### config.mk
export PLATFORM = sky130hd
export DESIGN_NAME = uart_transmitter
export DESIGN_NICKNAME = d
export VERILOG_FILES = /design/src/rtl/uart_transmitter.sv
export SDC_FILE = /design/constraint.sdc
export NUM_CORES = 1
export LEC_CHECK = 0
export ABC_AREA = 1
export ABC_CLOCK_PERIOD_IN_PS = 1770
export CAP_MARGIN = 5
export CORE_ASPECT_RATIO = 1.25
export CORE_UTILIZATION = 40
export DETAILED_ROUTE_END_ITERATION = 7
export GPL_TIMING_DRIVEN = 0
export MAX_ROUTING_LAYER = met4
export PLACE_DENSITY = 0.6
export SLEW_MARGIN = 20
export SYNTH_ARGS = -nofsm -noshare
export SYNTH_HDL_FRONTEND = slang
export SYNTH_SLANG_ARGS = --single-unit
export TNS_END_PERCENT = 5
### constraint.sdc
create_clock -name clk -period 1.77 [get_ports clk]
set_input_delay 0.531 -clock clk [delete_from_list [all_inputs] [get_ports clk]]
set_output_delay 0.531 -clock clk [all_outputs]
set_load 0.05 [all_outputs]
### src/rtl/uart_transmitter.sv
// Serial frame transmitter: start, 8 data bits LSB first, optional parity, stop.
// TxD and Tx_BUSY come straight from flops; one write accepted per idle period.
module uart_transmitter #(
  parameter int CLKS_PER_BIT = 16,
  parameter bit PARITY_EN    = 1'b1,
  parameter bit PARITY_ODD   = 1'b0
) (
  input  logic       clk,
  input  logic       reset,
  input  logic       Tx_EN,
  input  logic       Tx_WR,
  input  logic [7:0] Tx_DATA,
  output logic       TxD,
  output logic       Tx_BUSY
);

  localparam int CW =
    (CLKS_PER_BIT > 1) ? $clog2(CLKS_PER_BIT) : 1;
  localparam logic [CW-1:0] BAUD_LAST =
    CW'(CLKS_PER_BIT - 1);

  typedef enum logic [2:0] {
    S_IDLE,
    S_START,
    S_DATA,
    S_PARITY,
    S_STOP
  } state_e;

  state_e          state_q, state_d;
  logic [CW-1:0]   baud_q, baud_d;
  logic [2:0]      bit_q, bit_d;
  logic [7:0]      shift_q, shift_d;
  logic            par_q, par_d;
  logic            txd_q, txd_d;
  logic            busy_q, busy_d;
  logic            wrap;

  assign wrap    = (baud_q == BAUD_LAST);
  assign TxD     = txd_q;
  assign Tx_BUSY = busy_q;

  // txd_d always carries the level of the state being entered
  always_comb begin
    state_d = state_q;
    baud_d  = baud_q;
    bit_d   = bit_q;
    shift_d = shift_q;
    par_d   = par_q;
    txd_d   = txd_q;
    busy_d  = busy_q;
    if (state_q != S_IDLE) begin
      baud_d = wrap ? '0 : baud_q + 1'b1;
    end
    unique case (state_q)
      S_IDLE: begin
        if (Tx_EN && Tx_WR) begin
          state_d = S_START;
          shift_d = Tx_DATA;
          par_d   = (^Tx_DATA) ^ PARITY_ODD;
          baud_d  = '0;
          bit_d   = '0;
          txd_d   = 1'b0;
          busy_d  = 1'b1;
        end
      end
      S_START: begin
        if (wrap) begin
          state_d = S_DATA;
          txd_d   = shift_q[0];
        end
      end
      S_DATA: begin
        if (wrap) begin
          shift_d = {1'b0, shift_q[7:1]};
          if (bit_q == 3'd7) begin
            if (PARITY_EN) begin
              state_d = S_PARITY;
              txd_d   = par_q;
            end else begin
              state_d = S_STOP;
              txd_d   = 1'b1;
            end
          end else begin
            bit_d = bit_q + 3'd1;
            txd_d = shift_q[1];
          end
        end
      end
      S_PARITY: begin
        if (wrap) begin
          state_d = S_STOP;
          txd_d   = 1'b1;
        end
      end
      S_STOP: begin
        if (wrap) begin
          state_d = S_IDLE;
          bit_d   = '0;
          txd_d   = 1'b1;
          busy_d  = 1'b0;
        end
      end
      default: begin
        state_d = S_IDLE;
        baud_d  = '0;
        bit_d   = '0;
        txd_d   = 1'b1;
        busy_d  = 1'b0;
      end
    endcase
  end

  always_ff @(posedge clk or negedge reset) begin
    if (!reset) begin
      state_q <= S_IDLE;
      baud_q  <= '0;
      bit_q   <= '0;
      shift_q <= '0;
      par_q   <= 1'b0;
      txd_q   <= 1'b1;
      busy_q  <= 1'b0;
    end else begin
      state_q <= state_d;
      baud_q  <= baud_d;
      bit_q   <= bit_d;
      shift_q <= shift_d;
      par_q   <= par_d;
      txd_q   <= txd_d;
      busy_q  <= busy_d;
    end
  end

endmodule

Word level (Yosys, flattened, before mapping)
Cells that the tools add are included.
{"block": "word_totals", "register_bits": 21, "inputBits": 12, "output_inout_bits": 2, "elab_cells": 67}
{"block": "classes", "addsub": 2, "eq_ne": 14, "muxes": 27, "bitwise_logic": 2, "n_reduce_logical": 15}
{"operator": "$mux 3", "n": 9}
{"operator": "$mux 8", "n": 2}
{"operator": "$pmux 8 s2", "n": 1}
{"operator": "$pmux 3 s5", "n": 1}
{"operator": "$ne 2x2->1 const B", "n": 7}
{"operator": "$mux 4", "n": 3}
{"operator": "$pmux 3 s4", "n": 1}
{"operator": "$pmux 4 s2", "n": 1}
{"operator": "$reduce_xor 8->1", "n": 1}
{"operator": "$mux 1", "n": 7}
{"operator": "$eq 3x2->1 const B", "n": 2}
{"operator": "$eq 3x3->1 const B", "n": 2}
{"operator": "$reduce_and 3->1", "n": 2}
{"operator": "$reduce_and 6->1", "n": 1}
{"operator": "$reduce_and 5->1", "n": 1}
{"operator": "$add 4x1->4 const B", "n": 1}
{"operator": "$eq 4x4->1 const B", "n": 1}
{"operator": "$pmux 1 s4", "n": 1}
{"operator": "$reduce_and 4->1", "n": 1}
{"operator": "$reduce_or 2->1", "n": 2}
{"operator": "$reduce_or 4->1", "n": 1}
{"operator": "$add 3x1->3 const B", "n": 1}
{"operator": "$eq 3x1->1 const B", "n": 1}
{"operator": "$logic_not 3->1", "n": 1}
{"operator": "8 further kinds", "n": 9}

Depth between registers and ports, before layout
{"block": "depth", "ltp_word": 5, "mapped_depth": 10, "mapped_depth_nobuf": 9}

Worst setup path after synthesis
OpenSTA, ideal clock, no wires.
{"block": "synth_path", "path_type": "reg2reg", "from": "reg bit_q[0]", "to": "reg bit_q[0]", "setup_ps": 116, "t_arrival_ps": 1208, "slack_ps": 446, "path_stages_with_launch": 9, "path_buffers": 0, "path_cell_list": "dfrtp_1 -> ha_1 -> ha_1 -> inv_1 -> o21ai_0 -> nor2_2 -> nand2_2 -> nand2_1 -> nand2_1"}
{"block": "synth_between", "elab_chain_cells": 4}
{"item": "start: declaration", "line": "32", "rtl": "logic [2:0] bit_q, bit_d;"}
{"item": "start signal: assignment", "line": "126", "rtl": "bit_q <= bit_d;"}
{"item": "$add 3x1->3", "line": "85", "rtl": "bit_d = bit_q + 3'd1;"}
{"item": "$mux 3", "line": "76", "rtl": "if (bit_q == 3'd7) begin"}
{"item": "$mux 3", "line": "74", "rtl": "if (wrap) begin"}
{"item": "$pmux 3 s4", "line": "55", "rtl": "unique case (state_q)"}
Several ways; a longest one is shown, not always the timed one. The select of a mux whose other input is x is not followed.
A chain may end at the register's enable or synchronous reset.

Final worst setup path
{"block": "layout_path", "from": "reg txd_q, in the netlist TxD", "to": "out TxD"}
{"item": "start: declaration", "line": "35", "rtl": "logic txd_q, txd_d;"}
{"item": "start signal: assignment", "line": "129", "rtl": "txd_q <= txd_d;"}
{"item": "end: declaration", "line": "13", "rtl": "output logic TxD,"}
No word-level cell between the ends.

==> metrics.log <==
[metrics] final sum of negative setup slack: 0 ns
[metrics] CTS sink cnt: 21
[metrics] startpoint class of the critical path: flop
[metrics] DIE HEIGHT: between 60 and 70 um
[metrics] grt peak-use layer: met2
[metrics] outcome: finished, final reports clean
[metrics] total core area: between 3000 and 4000 um2
[metrics] power per unit of standard cell area: ~1600 nW/um2
[metrics] Antenna Violating Nets Remaining: 0
[metrics] input/output buffers: 13
[metrics] cell chosen for the clock root: sky130_fd_sc_hd__clkbuf_8
[metrics] Initial DRT Pass Iterations: 4
[metrics] share of layout cells above drive strength 1: between 10% and 20%
[metrics] synth warn: 0
[metrics] grt ovf: 0
[metrics] horizontal die dimension: between 50 and 60 um
[metrics] met3 track utilization from global routing: between 2 and 2.5%
[metrics] most area-hungry cell type in the Yosys netlist: sky130_fd_sc_hd__dfrtp_1
[metrics] number of antenna violations at the first check in global routing: 0
[metrics] number of nets at the end of the flow: 224
[metrics] Mapped Nets: 206
[metrics] DR iter-0 viols: 17
[metrics] cells along the critical path: clkdlybuf4s15_2
[metrics] mapped cell area: 1370 um2
[metrics] clock tree from TritonCTS: done
[metrics] maximum ir drop on the vdd rail: about 0.0008 V
[metrics] post-layout util: 49.22%
[metrics] Yosys reg bits: 21
[metrics] Starting Density: between 40% and 50%
[metrics] Max transition margin: a little under 70%
[metrics] final clock period utilization by the worst path: roughly 96%
[metrics] commonest cells in the synthesized netlist: 67 x sky130_fd_sc_hd__nand2_1, 22 x sky130_fd_sc_hd__inv_1, 20 x sky130_fd_sc_hd__dfrtp_1
[metrics] upper clock frequency limit: about 0.59 GHz
[metrics] num rows: 23
[metrics] via count: about 1,200
[metrics] critical path data arrival time: between 1 and 1.5 ns
[metrics] Crit-path slowest cell: sky130_fd_sc_hd__dfstp_2
[metrics] post-synth top area share: a little over a third
[metrics] maximum single-stage delay on the critical path: approximately 0.53 ns
[metrics] drt wl/cell: 11.11 um
[metrics] category of the worst setup path capture point: primary output
[metrics] Top FF cell, synth: sky130_fd_sc_hd__dfrtp_1
[metrics] distinct cell type count of the synthesized netlist: 28
[metrics] number of diodes: 0
[metrics] first-pass GRT wire length: around 5000 um
[metrics] setup repair after global routing missed its margin: no
[metrics] synth top area cells: sky130_fd_sc_hd__dfrtp_1 37%, sky130_fd_sc_hd__nand2_1 18%, sky130_fd_sc_hd__o21ai_0 6.9%
[metrics] met1 routing resource usage after global routing: 23.30%
[metrics] kind of critical path: flop to primary output
[metrics] via count of the first global-routing pass: 1,205
[metrics] share of flip-flops with an asynchronous set or reset after synthesis: between 90% and 100%
[metrics] required time worst endpoint: roughly 1.2 ns
[metrics] cell type group with the largest total delay on the critical path: flip-flops
[metrics] EDFF count, synth: 0
[metrics] fin crit period: ~1.7 ns
[metrics] Buffers & Inverters on Critical Path: 1
[metrics] DIE AREA: approximately 3700 um2
[metrics] placer congestion estimate: between 0.8 and 0.9
[metrics] depth of the worst register-to-register path: 8
[metrics] most frequent cell after synthesis: sky130_fd_sc_hd__nand2_1
[metrics] Post-DP HPWL: ~2200 um
[metrics] Static Leakage: between 0.8 and 0.9 nW
[metrics] Post-Place Cell Area: 1546 um2
[metrics] area grow syn2layout: 15.80%
[metrics] routed wire length: between 2000 and 3000 um
[metrics] global routing met2 resource utilization: a little under a third
[metrics] fin. max-slew vios: 0
[metrics] average cell area after synthesis: 7.173 um2
[metrics] final std cell area, no fill: between 1500 and 2000 um2
[metrics] Slew @ Worst Pin: 0.4840 ns
[metrics] Gate Count Post-Synth: between 150 and 200
[metrics] class of the tightest hold or removal check: input port to asynchronous set/reset pin
[metrics] max capacitance violation total: 0
[metrics] pin count of the biggest net entering global routing: 22
[metrics] largest fanout of any net on the critical path: 2
[metrics] num ports: 14
[metrics] CTS clk-pin slew, worst paths: 0.08 ns
[metrics] setup-violating endpoint count in the final report: 0
[metrics] worst skew pair latency: approximately 0.26 ns
[metrics] total number of cells along the worst setup path: 1
[metrics] all-layer global routing usage: about a fifth
[metrics] count of hold buffers inserted by post-cts repair: 0
[metrics] maximum level of the CTS H-tree: 1
[metrics] vias per std cell: a little under 5
[metrics] number of failing hold endpoints at the final stage: 0
[metrics] proportion of synthesized chip area in sequential cells: between 30% and 40%
[metrics] final clock skew: approximately 0.0098 ns
[metrics] total CTS buffers: 3
[metrics] number of buffers between clock root and the deepest sink: 2
[metrics] DRC violations left: 0
[stage by stage]
stage	total power, mW	cells	setup slack, ns	hold slack, ns
floorplan	1.867	191	0.4457	0.2354
CTS	2.492	245	0.07384	0.4883
global route	2.728	245	0.03757	0.2551
finish	2.471	245	0.07877	0.2173
detailed placement	2.184	241	-0.06306	0.4705
global placement	2.144	241	-0.06143	0.4616
[what timing repair did]
item / CTS / global route
endpoints found under the setup margin: 2 / 0
setup buffers: 0 / 0
gates resized for setup: 4 / 0
[logic make-up (layout without fill, tap and decap cells)]
family          Yosys count  after routing  share of synthesized area, %
simple gates            104            104                         34.15
flops                    21             21                         38.45
buf+inv                  30             47                         9.771
xor+xnor                  3              3                         1.918
compound gates           30             30                         12.97
fa+ha+maj                 3              3                         2.740
[final timing paths]
path,start,end,slack (ns)
worst max register to register,baud_q[0]$_DFF_PN0_,bit_q[1]$_DFFE_PN0P_,0.29
worst min register to register,TxD$_DFFE_PN1P_,TxD$_DFFE_PN1P_,0.48
worst max-delay path,TxD$_DFFE_PN1P_,TxD,0.08
max in group asynchronous,reset,TxD$_DFFE_PN1P_,1.20
worst min-delay path,reset,shift_q[6]$_DFFE_PN0P_,0.22
min in group clk,TxD$_DFFE_PN1P_,TxD$_DFFE_PN1P_,0.48
[cell type report]
cell class,count,area (um2)
Inverter,27,103.9
Multi-Input combinational cell,140,709.4
Timing Repair Buffer,13,125.1
Fill cell,335,1637
Buffer,3,30.03
Sequential cell,21,526.8
Clock buffer,4,45.04
Tap cell,37,46.29
[per-layer routing]
metal / share of wire (%) / vias up / routed length [um]
li1: - / 634 / -
met5: 0 / - / 0
met4: 2.3 / 0 / 63
met1: 46 / 540 / 1245
met2: 49 / 24 / 1330
met3: 3.1 / 5 / 84
[state kept, by name (all words and copies together) (netlist names)]
register	count
TxD	1
Tx_BUSY	1
baud_q	4
bit_q	3
par_q	1
shift_q	8
state_q	3
[report_power, final]
group | leakage, nW | total [mW] | internal (mW) | switching (mW)
sequential | 0.261 | 0.831 | 0.699 | 0.132
clock | 0.0228 | 0.321 | 0.161 | 0.160
combinational | 0.554 | 1.32 | 0.460 | 0.860
[layout by cell type, fill, tap and decap left out]
cell                              synthesis  routed
sky130_fd_sc_hd__o21bai_1                 1       1
sky130_fd_sc_hd__a21oi_1                  2       2
sky130_fd_sc_hd__o21ai_2                  2       2
sky130_fd_sc_hd__buf_8                    1       1
sky130_fd_sc_hd__dfrtp_1                 20      20
sky130_fd_sc_hd__nand3b_1                 2       2
sky130_fd_sc_hd__clkdlybuf4s15_2          0       1
sky130_fd_sc_hd__dlygate4sd2_1            0       1
sky130_fd_sc_hd__o21ai_0                 19      19
sky130_fd_sc_hd__inv_1                   22      22
sky130_fd_sc_hd__o21a_1                   1       1
sky130_fd_sc_hd__xor2_1                   1       1
sky130_fd_sc_hd__clkdlybuf4s50_1          0      10
sky130_fd_sc_hd__clkbuf_1                 0       1
sky130_fd_sc_hd__nor2_1                  12      12
sky130_fd_sc_hd__buf_4                    2       2
sky130_fd_sc_hd__clkbuf_8                 0       3
sky130_fd_sc_hd__buf_2                    0       1
sky130_fd_sc_hd__xnor2_1                  2       2
sky130_fd_sc_hd__o21ai_4                  1       1
sky130_fd_sc_hd__dfstp_2                  1       1
sky130_fd_sc_hd__o22ai_1                  3       3
sky130_fd_sc_hd__nand2_2                  6       6
sky130_fd_sc_hd__nor3_1                   1       1
sky130_fd_sc_hd__nor2_2                   3       3
sky130_fd_sc_hd__nand2_4                  2       2
sky130_fd_sc_hd__inv_2                    4       4
sky130_fd_sc_hd__nand3_2                  1       1
sky130_fd_sc_hd__inv_4                    1       1
sky130_fd_sc_hd__o21ai_1                  1       1
sky130_fd_sc_hd__ha_1                     3       3
sky130_fd_sc_hd__nand2_1                 67      67
sky130_fd_sc_hd__nand3_1                  8       8
sky130_fd_sc_hd__nor2_4                   2       2
(Power assumes the default switching activity.)
